File: src/rtl/alt_mge_phy_reconfig_rmw_seq.sv
// Profile-driven DPRIO read-modify-write sequencer between the rate-switch
// controller and the transceiver reconfig port; one channel or broadcast.
module alt_mge_phy_reconfig_rmw_seq #(
    parameter int NUM_CHANNELS   = 4,
    parameter int NUM_PROFILES   = 4,
    parameter int RAM_DEPTH      = 7,
    parameter int CH_W           = (NUM_CHANNELS > 1) ? $clog2(NUM_CHANNELS) : 1,
    parameter int PROF_W         = (NUM_PROFILES > 1) ? $clog2(NUM_PROFILES) : 1,
    parameter int ROM_AW         = (NUM_PROFILES * RAM_DEPTH > 1) ?
                                   $clog2(NUM_PROFILES * RAM_DEPTH) : 1,
    parameter int TIMEOUT_CYCLES = 1023
) (
    input  logic              clk,
    input  logic              reset,
    input  logic              start,
    input  logic [PROF_W-1:0] profile_sel,
    input  logic [CH_W-1:0]   chan_sel,
    input  logic              chan_all,
    output logic              busy,
    output logic              done,
    output logic              error,
    output logic              rom_rd,
    output logic [ROM_AW-1:0] rom_addr,
    input  logic [25:0]       rom_data,
    output logic [CH_W+10:0]  reconfig_address,
    output logic              reconfig_read,
    output logic              reconfig_write,
    output logic [31:0]       reconfig_writedata,
    input  logic [31:0]       reconfig_readdata,
    input  logic              reconfig_waitrequest
);

    localparam int IDX_W = (RAM_DEPTH > 1) ? $clog2(RAM_DEPTH) : 1;
    localparam int TMO_W = (TIMEOUT_CYCLES > 1) ? $clog2(TIMEOUT_CYCLES) : 1;

    localparam logic [IDX_W-1:0] LAST_IDX = IDX_W'(RAM_DEPTH - 1);
    localparam logic [CH_W-1:0]  LAST_CH  = CH_W'(NUM_CHANNELS - 1);
    localparam logic [TMO_W-1:0] TMO_LAST = TMO_W'(TIMEOUT_CYCLES - 1);

    typedef enum logic [2:0] {
        S_IDLE,
        S_ROM_REQ,
        S_ROM_WAIT,
        S_DECODE,
        S_AV_RD,
        S_AV_WR,
        S_NEXT,
        S_DONE
    } state_t;

    state_t              state_q;
    logic [PROF_W-1:0]   prof_q;
    logic [CH_W-1:0]     chan_q;
    logic                all_q;
    logic [IDX_W-1:0]    idx_q;
    logic [25:0]         entry_q;
    logic [TMO_W-1:0]    tmo_q;
    logic                busy_q;
    logic                done_q;
    logic                error_q;
    logic                rom_rd_q;
    logic [ROM_AW-1:0]   rom_addr_q;
    logic [CH_W+10:0]    addr_q;
    logic                rd_q;
    logic                wr_q;
    logic [7:0]          wdata_q;

    logic [7:0]          mask;
    logic [7:0]          value;
    logic [7:0]          merge_d;
    logic [IDX_W-1:0]    idx_d;
    logic                prof_bad;
    logic                tmo_hit;
    logic                unused_rdata;

    function automatic logic [ROM_AW-1:0] rom_ptr(
        input logic [PROF_W-1:0] p,
        input logic [IDX_W-1:0]  i
    );
        return ROM_AW'(32'(p) * 32'(RAM_DEPTH) + 32'(i));
    endfunction

    assign mask         = entry_q[15:8];
    assign value        = entry_q[7:0];
    assign merge_d      = (reconfig_readdata[7:0] & ~mask) | (value & mask);
    assign idx_d        = idx_q + 1'b1;
    assign prof_bad     = 32'(profile_sel) >= 32'(NUM_PROFILES);
    assign tmo_hit      = tmo_q == TMO_LAST;
    assign unused_rdata = ^reconfig_readdata[31:8];

    always_ff @(posedge clk or posedge reset) begin
        if (reset) begin
            state_q    <= S_IDLE;
            prof_q     <= '0;
            chan_q     <= '0;
            all_q      <= 1'b0;
            idx_q      <= '0;
            entry_q    <= '0;
            tmo_q      <= '0;
            busy_q     <= 1'b0;
            done_q     <= 1'b0;
            error_q    <= 1'b0;
            rom_rd_q   <= 1'b0;
            rom_addr_q <= '0;
            addr_q     <= '0;
            rd_q       <= 1'b0;
            wr_q       <= 1'b0;
            wdata_q    <= '0;
        end else begin
            done_q   <= 1'b0;
            rom_rd_q <= 1'b0;
            unique case (state_q)
                S_IDLE: begin
                    if (start) begin
                        prof_q <= profile_sel;
                        chan_q <= chan_all ? '0 : chan_sel;
                        all_q  <= chan_all;
                        idx_q  <= '0;
                        if (prof_bad) begin
                            error_q <= 1'b1;
                            done_q  <= 1'b1;
                            state_q <= S_DONE;
                        end else begin
                            error_q    <= 1'b0;
                            busy_q     <= 1'b1;
                            rom_rd_q   <= 1'b1;
                            rom_addr_q <= rom_ptr(profile_sel, '0);
                            state_q    <= S_ROM_REQ;
                        end
                    end
                end
                S_ROM_REQ: state_q <= S_ROM_WAIT;
                S_ROM_WAIT: begin
                    entry_q <= rom_data;
                    state_q <= S_DECODE;
                end
                S_DECODE: begin
                    addr_q <= {chan_q, 1'b0, entry_q[25:16]};
                    tmo_q  <= '0;
                    if (mask == 8'h00) begin
                        state_q <= S_NEXT;
                    end else if (mask == 8'hFF) begin
                        wdata_q <= value;
                        wr_q    <= 1'b1;
                        state_q <= S_AV_WR;
                    end else begin
                        rd_q    <= 1'b1;
                        state_q <= S_AV_RD;
                    end
                end
                S_AV_RD: begin
                    if (!reconfig_waitrequest) begin
                        rd_q    <= 1'b0;
                        wr_q    <= 1'b1;
                        wdata_q <= merge_d;
                        tmo_q   <= '0;
                        state_q <= S_AV_WR;
                    end else if (tmo_hit) begin
                        rd_q    <= 1'b0;
                        error_q <= 1'b1;
                        busy_q  <= 1'b0;
                        done_q  <= 1'b1;
                        state_q <= S_DONE;
                    end else begin
                        tmo_q <= tmo_q + 1'b1;
                    end
                end
                S_AV_WR: begin
                    if (!reconfig_waitrequest) begin
                        wr_q    <= 1'b0;
                        state_q <= S_NEXT;
                    end else if (tmo_hit) begin
                        wr_q    <= 1'b0;
                        error_q <= 1'b1;
                        busy_q  <= 1'b0;
                        done_q  <= 1'b1;
                        state_q <= S_DONE;
                    end else begin
                        tmo_q <= tmo_q + 1'b1;
                    end
                end
                S_NEXT: begin
                    // broadcast restarts the entry walk on the following channel
                    if (idx_q < LAST_IDX) begin
                        idx_q      <= idx_d;
                        rom_rd_q   <= 1'b1;
                        rom_addr_q <= rom_ptr(prof_q, idx_d);
                        state_q    <= S_ROM_REQ;
                    end else if (all_q && (chan_q < LAST_CH)) begin
                        chan_q     <= chan_q + 1'b1;
                        idx_q      <= '0;
                        rom_rd_q   <= 1'b1;
                        rom_addr_q <= rom_ptr(prof_q, '0);
                        state_q    <= S_ROM_REQ;
                    end else begin
                        busy_q  <= 1'b0;
                        done_q  <= 1'b1;
                        state_q <= S_DONE;
                    end
                end
                S_DONE: state_q <= S_IDLE;
                default: state_q <= S_IDLE;
            endcase
        end
    end

    assign busy               = busy_q;
    assign done               = done_q;
    assign error              = error_q;
    assign rom_rd             = rom_rd_q;
    assign rom_addr           = rom_addr_q;
    assign reconfig_address   = addr_q;
    assign reconfig_read      = rd_q;
    assign reconfig_write     = wr_q;
    assign reconfig_writedata = {24'h0, wdata_q};

endmodule

File: config.mk
export PLATFORM = sky130hd
export DESIGN_NAME = alt_mge_phy_reconfig_rmw_seq
export DESIGN_NICKNAME = d
export VERILOG_FILES = /design/src/rtl/alt_mge_phy_reconfig_rmw_seq.sv
export SDC_FILE = /design/constraint.sdc
export NUM_CORES = 1
export LEC_CHECK = 0
export BUFFER_PORTS_ARGS = -buffer_cell sky130_fd_sc_hd__buf_4
export CAP_MARGIN = 15
export CORE_MARGIN = 2
export CORE_UTILIZATION = 48
export CTS_BUF_LIST = sky130_fd_sc_hd__clkbuf_4
export CTS_CLUSTER_DIAMETER = 50
export DETAILED_ROUTE_END_ITERATION = 16
export PLACE_DENSITY = 0.78
export SETUP_SLACK_MARGIN = 0.3
export SYNTH_ARGS = -nofsm -noshare
export SYNTH_HDL_FRONTEND = slang
export SYNTH_SLANG_ARGS = --single-unit
File: constraint.sdc
create_clock -name clk -period 2.1 [get_ports clk]
set_clock_uncertainty 0.1 [all_clocks]
set_input_delay 0 -clock clk [delete_from_list [all_inputs] [get_ports clk]]
set_output_delay 0 -clock clk [all_outputs]
set_load 0.02 [all_outputs]
==> flow_metrics.py <==
metrics = {
    "floorplan": {
        "initial_utilization_pct": 49.7,
        "die_w_um": 96.4,
        "num_rows": 33,
        "die_h_um": 96.4,
        "design.die.area_mm2": 0.00930,
        "io_pins": 123,
        "design.core.area_mm2": 0.00826,
    },
    "setup_path": {
        "crit_end": "rom_addr[1]$_DFFE_PP0P_",
        "crit_chain": "inv_2 -> ha_4 -> inv_2 -> fa_2 -> mux2_4 -> o21ai_2 -> mux2_4",
        "critPathMaxStageDelay_ns": 0.51,
        "cp.buffers_inverters": 2,
        "cp_slowest_cell": "fa_2",
        "r2r-end": "rom_addr[1]$_DFFE_PP0P_",
        "ff2ff_path_depth": 7,
        "cp.arrival_ns": 2.19,
        "start_kind": "flip-flop",
        "crit_required_ns": 2.34,
        "cp.depth": 7,
        "r2r_slack_ns": 0.15,
        "crit_fanout": 3,
        "cpLargestDelayFamily": "adder cells",
        "timing.rr.start": "prof_q[0]$_DFFE_PP0P_",
        "critPathKind": "reg2reg",
        "critical_path.startpoint": "prof_q[0]$_DFFE_PP0P_",
        "end_kind": "flip-flop",
    },
    "timing": {
        "rsz0062_at_grt": "true",
        "period_share_pct": 93.0,
        "drv_slew": 0,
        "hold_viol": 0,
        "setup_tns_ns": 0,
        "fin_crit_ns": 1.95,
        "hold_slack_ns": 0.0874,
        "tightest_slew_ns": 0.613,
        "setup-violations-final": 0,
        "fmax_mhz": 512,
        "timing.final.ws_setup_ns": 0.147,
        "max-slew-margin-rel_pct": 59.0,
    },
    "synthesis": {
        "synth_warnings": 0,
        "yosys-top-cells-count": "dfrtp_1 (78), nand2_1 (54), mux2_2 (29)",
        "synth_area_leaders": "dfrtp_1 (48%), mux2_2 (8.0%), nand2_1 (4.9%), buf_4 (4.6%), ha_1 (4.0%)",
        "synth-seq-cells": 78,
        "synth_top_area_share_pct": 47.6,
        "ys.flop_type": "dfrtp_1",
        "syn_area_per_cell_um2": 10.6,
        "yosys.area.top_type": "dfrtp_1",
        "synth_edf_count": 0,
        "async_flop_share_pct": 100,
        "synth_most_common_cell": "dfrtp_1",
        "yosysSeqAreaShare_pct": 47.6,
        "yosysUniqueCellTypes": 58,
        "syn_inst": 387,
        "synthesis.area_mm2": 0.00410,
    },
    "global_route": {
        "grt_pass1_vias": 3290,
        "overflow": 0,
        "track_usage_pct": 22.1,
        "grt_pass1_wl_um": 15700,
        "grt_max_degree": 33,
        "antenna_found_initial": 0,
    },
    "layout": {
        "drive_gt1_share_pct": 35.1,
        "diodes": 0,
        "syn_to_final_growth_pct": 37.2,
        "final_area_mm2": 0.00563,
        "fillCellCount": 587,
        "nNetsFinal": 617,
    },
    "drt": {
        "drc": 0,
        "drt_iter0_drc": 214,
        "drt_wl_total_um": 9840,
        "drtPass1Iterations": 4,
        "ant_nets": 0,
        "wl_per_cell_um": 15.2,
        "routed_via_density": 5.23,
        "vias": 3377,
    },
    "clock_network": {
        "clockBufferDepth": 2,
        "clock_latency_ns": 0.44,
        "numCtsBuffers": 9,
        "clk_pin_slew_ns": 0.13,
        "clock-sinks": 78,
        "htree_num_levels": 3,
        "cts_root_buf": "clkbuf_4",
        "cts_tree": "built",
    },
    "pwr": {
        "power_density_mw_per_mm2": 1340,
        "vdd_drop_max_mv": 0.775,
        "leakage_nw": 2.64,
    },
    "flow_run": {
        "cap_viol_max_count": 0,
    },
    "status": {
        "outcome": "completed",
    },
    "placed_design": {
        "port_buffers": 73,
        "dpl-instance-area_mm2": 0.00474,
        "gp_congestion": 0.832,
        "place_ws_ns": 0.0881,
        "dp_hpwl_um": 6160,
    },
    "worst_hold_path": {
        "hold_class": "in2async",
    },
}
[tightest hold or removal path, delay by kind of cell]
kind,cells,cell delay [ns]
buf+inv,3,1.09
[cells by family after synthesis]
kind of cell	count (synthesis)	synth area share (%)
AO/OA/AOI/OAI	63	10.6
adder cells (fa/ha/maj)	14	4.45
flip-flops	78	47.6
multiplexers	42	11.2
other	1	0.0914
AND/OR/NAND/NOR	134	17.1
buffers and inverters	51	8.18
XOR/XNOR	4	0.854
[per-layer routing]
metal | vias up | track usage (%) | routed length (µm) | share of wire, %
met4 | 0 | 6.69 | 131 | 1.3
met3 | 11 | 4.97 | 558 | 5.7
met1 | 1627 | 28.8 | 4190 | 43
li1 | 1625 | - | - | -
met5 | - | 0 | 0 | 0
met2 | 114 | 37.0 | 4960 | 50
[cell type report]
cell class	count	area (µm²)	share of cell area [%]
inverters	12	48.8	0.867
clock inverters	7	97.6	1.73
repair buffers	153	1320	23.4
multi-input cells	282	2010	35.7
clock buffers	9	67.6	1.20
flip-flops and latches	78	1960	34.8
well taps	105	131	2.34
[registers in the layout, indices dropped and copies added, names as in the netlist]
name / count
done: 1
rom_rd: 1
state_q: 3
chan_q: 2
wdata_q: 8
all_q: 1
busy: 1
idx_q: 3
reconfig_write: 1
reconfig_address: 12
tmo_q: 10
entry_q: 26
prof_q: 2
reconfig_read: 1
rom_addr: 5
error: 1
[report_power, final]
| part | internal [mW] | switching, mW | total (mW) |
|---|---|---|---|
| clock | 0.486 | 0.556 | 1.04 |
| combinational | 1.96 | 1.92 | 3.87 |
| sequential | 2.16 | 0.470 | 2.63 |
[placed cells by master, fill, tap and decap left out, types with 3 or more instances in the layout]
| cell | netlist | final |
|---|---|---|
| conb_1 | 1 | 25 |
| inv_1 | 12 | 6 |
| dlygate4sd3_1 | 0 | 42 |
| dfrtp_2 | 0 | 5 |
| nor3_1 | 4 | 4 |
| xor2_1 | 4 | 4 |
| or3_1 | 4 | 3 |
| o211ai_1 | 4 | 4 |
| mux2i_1 | 12 | 12 |
| buf_12 | 0 | 4 |
| dfrtp_1 | 78 | 73 |
| nand3_1 | 12 | 12 |
| mux2_4 | 0 | 3 |
| a21o_1 | 3 | 3 |
| buf_4 | 25 | 101 |
| nor4_1 | 5 | 5 |
| and3_1 | 3 | 3 |
| ha_1 | 13 | 8 |
| a21oi_1 | 16 | 15 |
| ha_4 | 0 | 3 |
| or4_1 | 3 | 3 |
| buf_6 | 6 | 4 |
| o31ai_1 | 5 | 5 |
| inv_2 | 0 | 5 |
| a21boi_1 | 3 | 3 |
| mux2_2 | 29 | 26 |
| nor2_1 | 20 | 20 |
| nand2_1 | 54 | 53 |
| nand3b_1 | 4 | 4 |
| o21ai_0 | 14 | 13 |
| nand4_1 | 6 | 6 |
| clkbuf_4 | 0 | 10 |
[per-stage QoR]
stage / total power [mW] / util (%) / std cells
2_1_floorplan: 4.95 / - / 411
3_3_place_gp: 5.78 / 57.4 / 563
3_5_place_dp: 5.95 / 57.4 / 563
4_1_cts: 7.24 / 66.1 / 634
5_1_grt: 8.06 / 68.1 / 646
6_report: 7.54 / 68.1 / 646
[worst min path at each step]
stage	end	cells after the start	slack, ns	startpoint
6_report	entry_q[21]$_DFFE_PP0P_	3	0.09	reset
5_1_grt	entry_q[21]$_DFFE_PP0P_	3	0.12	reset
4_1_cts	entry_q[21]$_DFFE_PP0P_	3	0.08	reset
3_5_place_dp	reconfig_address[6]$_DFFE_PP0N_	2	0.007	reset
3_3_place_gp	reconfig_address[5]$_DFFE_PP0N_	2	0.004	reset
2_1_floorplan	all_q$_DFFE_PP0P_	2	0.005	chan_all
[timing repair]
action,4_1_cts,5_1_grt
gates resized for setup,11,17
setup buffers,13,12
endpoints found under the setup margin,23,23
hold endpoints to repair,110,0
hold buffers,42,0
pin swaps,4,7
No activity file was read; power rests on OpenSTA's default activity.
